## src/rtl/key_cmd_decoder_pkg.sv

```systemverilog
// Shared definitions for the keyboard command decoder.
// Holds the command bit indices, the USB HID usage codes that map onto
// commands, the repeat-FSM state encoding and the key-slot search helper.
package key_cmd_decoder_pkg;

    // Command vector layout (cmd / held bit positions)
    localparam int NUM_CMDS  = 5;
    localparam int CMD_LEFT  = 0;
    localparam int CMD_RIGHT = 1;
    localparam int CMD_DOWN  = 2;
    localparam int CMD_ROT_L = 3;
    localparam int CMD_ROT_R = 4;

    // Left, right and down are the commands that may auto-repeat; they
    // occupy the low bits of the command vector.
    localparam int NUM_RPT = 3;

    // Width of each repeat FSM's frame-tick counter
    localparam int CNT_W = 6;

    // Number of 8-bit usage-code slots in the keycode word
    localparam int NUM_SLOTS = 4;

    // USB HID usage codes
    localparam logic [7:0] HID_EMPTY = 8'h00;
    localparam logic [7:0] HID_LEFT  = 8'h50;  // Left arrow
    localparam logic [7:0] HID_RIGHT = 8'h4F;  // Right arrow
    localparam logic [7:0] HID_DOWN  = 8'h51;  // Down arrow
    localparam logic [7:0] HID_Z     = 8'h1D;  // rotate left
    localparam logic [7:0] HID_UP    = 8'h52;  // rotate right
    localparam logic [7:0] HID_X     = 8'h1B;  // rotate right (alternate)

    // Repeat FSM states
    typedef enum logic [1:0] {
        RPT_IDLE   = 2'd0,
        RPT_DELAY  = 2'd1,
        RPT_REPEAT = 2'd2
    } rpt_state_t;

    // True when the given usage code sits in any of the keycode slots.
    // An empty-slot code is never reported as a key.
    function automatic logic key_present(input logic [31:0] keys,
                                         input logic [7:0]  code);
        logic hit;
        hit = 1'b0;
        for (int s = 0; s < NUM_SLOTS; s++) begin
            if (keys[s*8 +: 8] == code && code != HID_EMPTY) begin
                hit = 1'b1;
            end
        end
        return hit;
    endfunction

endpackage

```

## src/rtl/key_cmd_decoder_repeat_fsm.sv

```systemverilog
// key_repeat_fsm: press/auto-repeat pulse generator for one command.
// A rising press produces a pulse immediately; after `delay` frame ticks a
// second pulse is produced, and then one every `period` ticks while the key
// stays down. Releasing the key returns to IDLE without a pulse. The tick
// counter clears whenever a state is (re)entered and advances only on tick.
module key_repeat_fsm
    import key_cmd_decoder_pkg::*;
(
    input  logic             Clk,
    input  logic             Reset,
    input  logic             press,
    input  logic             tick,
    input  logic [CNT_W-1:0] delay,
    input  logic [CNT_W-1:0] period,
    output logic             pulse
);

    rpt_state_t       state_reg;
    rpt_state_t       state_next;
    logic [CNT_W-1:0] count_reg;
    logic [CNT_W-1:0] count_next;
    logic             restart;
    logic             delay_hit;
    logic             period_hit;

    // A hit is the tick that completes the programmed number of ticks
    assign delay_hit  = tick && (count_reg == delay - CNT_W'(1));
    assign period_hit = tick && (count_reg == period - CNT_W'(1));

    // State and tick counter registers
    always_ff @(posedge Clk) begin
        if (Reset) begin
            state_reg <= RPT_IDLE;
            count_reg <= '0;
        end else begin
            state_reg <= state_next;
            count_reg <= count_next;
        end
    end

    // Next state; restart flags a state entry so the counter starts over
    always_comb begin
        state_next = state_reg;
        restart    = 1'b0;
        case (state_reg)
            RPT_IDLE: begin
                if (press) begin
                    state_next = RPT_DELAY;
                    restart    = 1'b1;
                end
            end
            RPT_DELAY: begin
                if (!press) begin
                    state_next = RPT_IDLE;
                    restart    = 1'b1;
                end else if (delay_hit) begin
                    state_next = RPT_REPEAT;
                    restart    = 1'b1;
                end
            end
            RPT_REPEAT: begin
                if (!press) begin
                    state_next = RPT_IDLE;
                    restart    = 1'b1;
                end else if (period_hit) begin
                    restart    = 1'b1;
                end
            end
            default: begin
                state_next = RPT_IDLE;
                restart    = 1'b1;
            end
        endcase

        if (restart || state_reg == RPT_IDLE) begin
            count_next = '0;
        end else if (tick) begin
            count_next = count_reg + CNT_W'(1);
        end else begin
            count_next = count_reg;
        end
    end

    // Pulse output: on the press itself and on each completed delay/period
    always_comb begin
        pulse = 1'b0;
        case (state_reg)
            RPT_IDLE:   pulse = press;
            RPT_DELAY:  pulse = press && delay_hit;
            RPT_REPEAT: pulse = press && period_hit;
            default:    pulse = 1'b0;
        endcase
    end

endmodule

```

## src/rtl/key_cmd_decoder.sv

```systemverilog
// key_cmd_decoder: turns the four-slot HID keycode word written by software
// into one-cycle game commands (left, right, down, rotate left/right) and a
// registered per-command "held" level.
//
// Optional feature macro: KEY_AUTOREPEAT_EN
//   defined   -> left/right/down auto-repeat through key_repeat_fsm using
//                DAS_DELAY / ARR_PERIOD / DROP_PERIOD frame ticks
//   undefined -> every command is edge-only (one pulse per press) and the
//                timing parameters have no effect
//
// Latency: keycode -> key_q_reg (1 cycle) -> held_reg / cmd_reg (1 cycle).
// While BOARD_BUSY is high, due pulses are parked in pending_reg and issued
// in the first cycle the board is free again.
module key_cmd_decoder
    import key_cmd_decoder_pkg::*;
#(
    parameter int DAS_DELAY   = 10,
    parameter int ARR_PERIOD  = 3,
    parameter int DROP_PERIOD = 2
) (
    input  logic                Clk,
    input  logic                Reset,
    input  logic [31:0]         keycode,
    input  logic                frame_clk_rising_edge,
    input  logic                BOARD_BUSY,
    output logic [NUM_CMDS-1:0] cmd,
    output logic [NUM_CMDS-1:0] held
);

    localparam int CNT_MAX = (1 << CNT_W) - 1;

    // Timing parameters must fit the 6-bit tick counters and be non-zero
    if (DAS_DELAY < 1 || DAS_DELAY > CNT_MAX ||
        ARR_PERIOD < 1 || ARR_PERIOD > CNT_MAX ||
        DROP_PERIOD < 1 || DROP_PERIOD > CNT_MAX) begin : g_bad_timing
        $error("key_cmd_decoder: DAS_DELAY, ARR_PERIOD and DROP_PERIOD must lie in 1..63");
    end

    logic [31:0]         key_q_reg;
    logic [NUM_CMDS-1:0] pressed;
    logic [NUM_CMDS-1:0] held_reg;
    logic [NUM_CMDS-1:0] cmd_reg;
    logic [NUM_CMDS-1:0] cmd_next;
    logic [NUM_CMDS-1:0] pending_reg;
    logic [NUM_CMDS-1:0] pending_next;
    logic [NUM_CMDS-1:0] due;
    logic [NUM_RPT-1:0]  rpt_press;
    logic [NUM_RPT-1:0]  rpt_due;
    logic                rot_r_rise;
    logic                rot_l_rise;

    genvar gi;

    // Decode which commands are currently pressed from the registered keys
    always_comb begin
        pressed            = '0;
        pressed[CMD_LEFT]  = key_present(key_q_reg, HID_LEFT);
        pressed[CMD_RIGHT] = key_present(key_q_reg, HID_RIGHT);
        pressed[CMD_DOWN]  = key_present(key_q_reg, HID_DOWN);
        pressed[CMD_ROT_L] = key_present(key_q_reg, HID_Z);
        pressed[CMD_ROT_R] = key_present(key_q_reg, HID_UP) |
                             key_present(key_q_reg, HID_X);
    end

    // Left and right cancel each other: while both are down neither is
    // considered pressed, so the survivor looks like a fresh press later.
    assign rpt_press[CMD_LEFT]  = pressed[CMD_LEFT]  & ~pressed[CMD_RIGHT];
    assign rpt_press[CMD_RIGHT] = pressed[CMD_RIGHT] & ~pressed[CMD_LEFT];
    assign rpt_press[CMD_DOWN]  = pressed[CMD_DOWN];

`ifdef KEY_AUTOREPEAT_EN
    // One repeat engine per movement command; down uses its own cadence
    for (gi = 0; gi < NUM_RPT; gi++) begin : g_rpt
        localparam logic [CNT_W-1:0] DLY =
            (gi == CMD_DOWN) ? CNT_W'(DROP_PERIOD) : CNT_W'(DAS_DELAY);
        localparam logic [CNT_W-1:0] PER =
            (gi == CMD_DOWN) ? CNT_W'(DROP_PERIOD) : CNT_W'(ARR_PERIOD);

        key_repeat_fsm u_fsm (
            .Clk    (Clk),
            .Reset  (Reset),
            .press  (rpt_press[gi]),
            .tick   (frame_clk_rising_edge),
            .delay  (DLY),
            .period (PER),
            .pulse  (rpt_due[gi])
        );
    end
`else
    logic [NUM_RPT-1:0] rpt_press_prev;
    logic               tick_unused;

    // Without auto-repeat the frame tick is not needed
    assign tick_unused = frame_clk_rising_edge;

    // Previous-cycle effective press, rebuilt from the held levels
    assign rpt_press_prev[CMD_LEFT]  = held_reg[CMD_LEFT]  & ~held_reg[CMD_RIGHT];
    assign rpt_press_prev[CMD_RIGHT] = held_reg[CMD_RIGHT] & ~held_reg[CMD_LEFT];
    assign rpt_press_prev[CMD_DOWN]  = held_reg[CMD_DOWN];

    // Edge-only movement: pulse once when the effective press rises
    for (gi = 0; gi < NUM_RPT; gi++) begin : g_edge
        assign rpt_due[gi] = rpt_press[gi] & ~rpt_press_prev[gi];
    end
`endif

    // Rotations never repeat; a simultaneous rise favours rotate right
    assign rot_r_rise = pressed[CMD_ROT_R] & ~held_reg[CMD_ROT_R];
    assign rot_l_rise = pressed[CMD_ROT_L] & ~held_reg[CMD_ROT_L] & ~rot_r_rise;

    // Gather every pulse that is due this cycle
    always_comb begin
        due            = '0;
        due[CMD_LEFT]  = rpt_due[CMD_LEFT];
        due[CMD_RIGHT] = rpt_due[CMD_RIGHT];
        due[CMD_DOWN]  = rpt_due[CMD_DOWN];
        due[CMD_ROT_L] = rot_l_rise;
        due[CMD_ROT_R] = rot_r_rise;
    end

    // Busy gating: park due pulses while busy, release them (merged with any
    // fresh pulse of the same command) in the first free cycle
    for (gi = 0; gi < NUM_CMDS; gi++) begin : g_issue
        assign cmd_next[gi]     = ~BOARD_BUSY & (pending_reg[gi] | due[gi]);
        assign pending_next[gi] =  BOARD_BUSY & (pending_reg[gi] | due[gi]);
    end

    // Key sampling, held levels, command pulses and pending bits
    always_ff @(posedge Clk) begin
        if (Reset) begin
            key_q_reg   <= '0;
            held_reg    <= '0;
            cmd_reg     <= '0;
            pending_reg <= '0;
        end else begin
            key_q_reg   <= keycode;
            held_reg    <= pressed;
            cmd_reg     <= cmd_next;
            pending_reg <= pending_next;
        end
    end

    assign cmd  = cmd_reg;
    assign held = held_reg;

endmodule
```

## config.mk

```make
export PLATFORM = sky130hd
export DESIGN_NAME = key_cmd_decoder
export DESIGN_NICKNAME = d
export VERILOG_FILES = /design/src/rtl/key_cmd_decoder_pkg.sv /design/src/rtl/key_cmd_decoder_repeat_fsm.sv /design/src/rtl/key_cmd_decoder.sv
export SDC_FILE = /design/constraint.sdc
export NUM_CORES = 1
export LEC_CHECK = 0
export CAP_MARGIN = 30
export CORE_MARGIN = 1
export CORE_UTILIZATION = 31
export CTS_CLUSTER_SIZE = 16
export DETAILED_ROUTE_END_ITERATION = 12
export HOLD_SLACK_MARGIN = 0.05
export SKIP_CTS_REPAIR_TIMING = 1
export SLEW_MARGIN = 20
export SYNTH_ARGS = -nofsm -noshare
export SYNTH_HDL_FRONTEND = slang
export SYNTH_HIERARCHICAL = 1
export SYNTH_SLANG_ARGS = --single-unit
export TNS_END_PERCENT = 5
```

## constraint.sdc

```tcl
create_clock -name Clk -period 4 [get_ports Clk]
set_input_delay 0.6 -clock Clk [delete_from_list [all_inputs] [get_ports Clk]]
set_output_delay 0.6 -clock Clk [all_outputs]
set_load 0.005 [all_outputs]
```

==> out/qor.tcl <==
set qor(outcome) {finished, final reports clean}
set qor(achievable-frequency_mhz) 498
set qor(grt_antenna_before_repair) 0
set qor(hp-class) {reg -> reg}
set qor(fraction_of_layout_instances_using_a_drive_strength_above_1) 0.0893
set qor(drt_wl_total_um) 3190
set qor(cell_internal_pwr_mw) 0.717
set qor(pwr_density_cell_nw_per_um2) 372
set qor(synthesis.yosys.warnings) 6
set qor(floorplan.die.height_um) 77.5
set qor(drt_first_iter_violations) 46
set qor(power_leakage_nw) 0.845
set qor(worstRegToRegCells) 5
set qor(ant_nets) 0
set qor(syn_nets) 212
set qor(worstHoldStart) {pending_reg[0]$_SDFF_PP0_}
set qor(worst_ep_arrival_time_ns) 2.20
set qor(portBuffers) 44
set qor(floorplan.die_area_um2) 6010
set qor(ys_types) 34
set qor(met3WireLength_um) 198
set qor(synth_largest_area_cell) {sky130_fd_sc_hd__dfxtp_1}
set qor(max-vdd-ir-drop_uv) 119
set qor(worst_pin_slew_ns) 0.848
set qor(synthesis.instances) 176
set qor(place_hpwl_um) 2390
set qor(most_frequent_cells_in_the_layout) {47 x sky130_fd_sc_hd__dfxtp_1, 44 x sky130_fd_sc_hd__clkdlybuf4s50_1, 34 x sky130_fd_sc_hd__nor2b_1}
set qor(whs_endpoint) {pending_reg[0]$_SDFF_PP0_}
set qor(setup-tns-final_ns) 0
set qor(route.vias.total) 1342
set qor(place_congestion) 0.784
set qor(setup_viol) 0
set qor(grt_overflow) 0
set qor(initial_utilization) 0.321
set qor(cts-htree-levels) 2
set qor(largest_register_ff_count) 32
set qor(syn_area_um2) 1770
set qor(cts_tree) {done}
set qor(dr.max_layer_used) {met4}
set qor(wl_per_cell_um) 10.8
set qor(synth_area_per_cell_um2) 10.0
set qor(rsz_0062_raised_after_global_routing) {no}
set qor(grt_start_max_net_pins) 42
set qor(drt_first_pass_iters) 4
set qor(gate_power_share) 0.080
set qor(cts-root-to-sink-buffers) 2
set qor(number_of_sinks_handled_by_clock_tree_synthesis) 47
set qor(timing.critical_path.to_type) {flop}
set qor(required_time_worst_endpoint_ns) 4.19
set qor(fin_worst_skew_ns) 0.00516
set qor(route.met2.wl_um) 1450
set qor(flow.area_growth_from_synthesis_pct) 35.4
set qor(ys_top_cells_by_area) {sky130_fd_sc_hd__dfxtp_1 53%, sky130_fd_sc_hd__nor2b_1 12%, sky130_fd_sc_hd__nor2_1 3.0%}
set qor(drt-met1-wl_um) 1490
set qor(core_region_area_um2) 5510
set qor(final_cell_count_without_fillers) 296
set qor(clock_latency_ns) 0.29
set qor(clock_tree.root_cell) {sky130_fd_sc_hd__clkbuf_8}
set qor(antenna_cells_inserted) 0
set qor(layout.nets) 260
set qor(dp_cells) 289
set qor(io-pin-count) 46
set qor(start_kind) {primary input}
set qor(die_width_um) 77.5
set qor(rows) 27
set qor(net_sw_frac) 0.195
set qor(drt_drc_violations_left) 0
set qor(via_per_inst) 4.53
set qor(min_period_ns) 2.01
set qor(critical_path.reg2reg.endpoint) {pending_reg[3]$_SDFF_PP0_}
set qor(number_of_global_route_vias_before_repair) 1301
set qor(synth_top_area_frac) 0.532
set qor(clkTransAtPathRegs_ns) 0.08
set qor(cts_inserted_buffers) 5
set qor(grt_pass1_wl_um) 5660
set qor(r2r_setup_slack_ns) 2.11
set qor(layout_worst_path_cycle_share) 0.502
set qor(power.switching_mw) 0.173
set qor(finalHoldViolCount) 0
set qor(final_common_cell) {sky130_fd_sc_hd__dfxtp_1}
set qor(synth_seq_area_share) 0.532
set qor(synth.ff_latch_count) 47
set qor(clockPowerShare) 0.359
set qor(worst-setup-path-type) {in -> reg}
set qor(max-slew-margin-rel) 0.429
set qor(cap_violations) 0
set qor(track_usage) 0.122
set qor(final_max_slew_viol_count) 0
set qor(regToRegStartpoint) {key_q_reg[21]$_SDFF_PP0_}
set qor(crit_path_max_fanout) 41
set qor(min_path_cells) 2
set qor(power.share.sequential) 0.561
-- routing by layer --
metal	up-vias	GRT usage
met1	588	0.154
met3	7	0.0541
li1	711	-
met2	36	0.180
met5	-	0
met4	0	0.0509
-- cell usage after synthesis --
cell,n
sky130_fd_sc_hd__nand4b_1,2
sky130_fd_sc_hd__a21oi_1,1
sky130_fd_sc_hd__or4_4,1
sky130_fd_sc_hd__or2_0,1
sky130_fd_sc_hd__o32ai_2,1
sky130_fd_sc_hd__nor4_1,4
sky130_fd_sc_hd__or4b_2,2
sky130_fd_sc_hd__or4b_1,2
sky130_fd_sc_hd__a31o_2,5
sky130_fd_sc_hd__a22o_1,2
sky130_fd_sc_hd__a221oi_2,1
sky130_fd_sc_hd__or4_1,3
sky130_fd_sc_hd__o31ai_1,6
sky130_fd_sc_hd__nand2b_1,5
sky130_fd_sc_hd__nor2b_1,34
sky130_fd_sc_hd__inv_1,5
sky130_fd_sc_hd__a221oi_1,1
sky130_fd_sc_hd__nor3_1,4
sky130_fd_sc_hd__nor3b_1,1
sky130_fd_sc_hd__nor4b_4,1
sky130_fd_sc_hd__or3b_2,2
sky130_fd_sc_hd__and2_1,2
sky130_fd_sc_hd__nor2_1,14
sky130_fd_sc_hd__or3b_1,2
sky130_fd_sc_hd__and3_1,1
sky130_fd_sc_hd__o311ai_1,1
sky130_fd_sc_hd__clkbuf_1,4
sky130_fd_sc_hd__nand3_1,4
sky130_fd_sc_hd__or3_1,1
sky130_fd_sc_hd__o21ai_0,2
sky130_fd_sc_hd__dfxtp_1,47
sky130_fd_sc_hd__nor4b_1,3
sky130_fd_sc_hd__o32ai_1,1
sky130_fd_sc_hd__nand2_1,10
-- worst max-delay path by stage --
| stage | to | start | slack [ns] | cells after the start |
|---|---|---|---|---|
| after CTS | cmd[3]$_SDFF_PP0_ | Reset | 1.96 | 6 |
| after global routing | cmd[3]$_SDFF_PP0_ | Reset | 1.90 | 6 |
| after global placement | cmd[3]$_SDFF_PP0_ | Reset | 1.68 | 6 |
| after floorplan | cmd[1]$_SDFF_PP0_ | key_q_reg[13]$_SDFF_PP0_ | 2.26 | 5 |
| after detailed placement | cmd[3]$_SDFF_PP0_ | Reset | 1.66 | 6 |
| final | cmd[3]$_SDFF_PP0_ | Reset | 1.99 | 6 |
-- logic make-up (layout without fill, tap and decap cells) --
group                  Yosys count  after routing  share of synthesized area
AOI/OAI and AO/OA               21             21                      0.101
buffers and inverters            9             57                     0.0191
DFF                             47             47                      0.532
and+or+nand+nor                 99             99                      0.347
-- worst max-delay path: stages --
cell and delay, ns:
sky130_fd_sc_hd__clkdlybuf4s50_1 0.46, sky130_fd_sc_hd__buf_4 0.35, sky130_fd_sc_hd__or2_0 0.30, sky130_fd_sc_hd__nor2_1 0.08, sky130_fd_sc_hd__a22o_1 0.19, sky130_fd_sc_hd__a31o_2 0.20
-- power by group through the flow --
stage               Sequential (mW)  Combinational (mW)  Clock (mW)
floorplan                     0.507              0.0328           0
global placement              0.510              0.0725           0
detailed placement            0.510              0.0726           0
CTS                           0.499              0.0729       0.332
global route                  0.502              0.0799       0.354
finish                        0.500              0.0715       0.319
-- area by class of cell --
cell class / count / area [um2]
Clock buffer: 6 / 72.6
Clock inverter: 1 / 30.0
Fill cell: 532 / 3110
Inverter: 5 / 18.8
Multi-Input combinational cell: 120 / 793
Sequential cell: 47 / 941
Tap cell: 72 / 90.1
Timing Repair Buffer: 45 / 448
-- metrics by stage --
stage / setup WS [ns] / cell area (um2) / power (mW) / hold slack [ns] / utilization
after floorplan: 2.26 / 1770 / 0.540 / 0.425 / -
after global placement: 1.68 / 2290 / 0.583 / 0.435 / 0.416
after detailed placement: 1.66 / 2290 / 0.583 / 0.441 / 0.416
after CTS: 1.96 / 2390 / 0.904 / 0.461 / 0.435
after global routing: 1.90 / 2390 / 0.936 / 0.498 / 0.435
final: 1.99 / 2390 / 0.890 / 0.461 / 0.435
No activity file was read; power rests on OpenSTA's default activity.
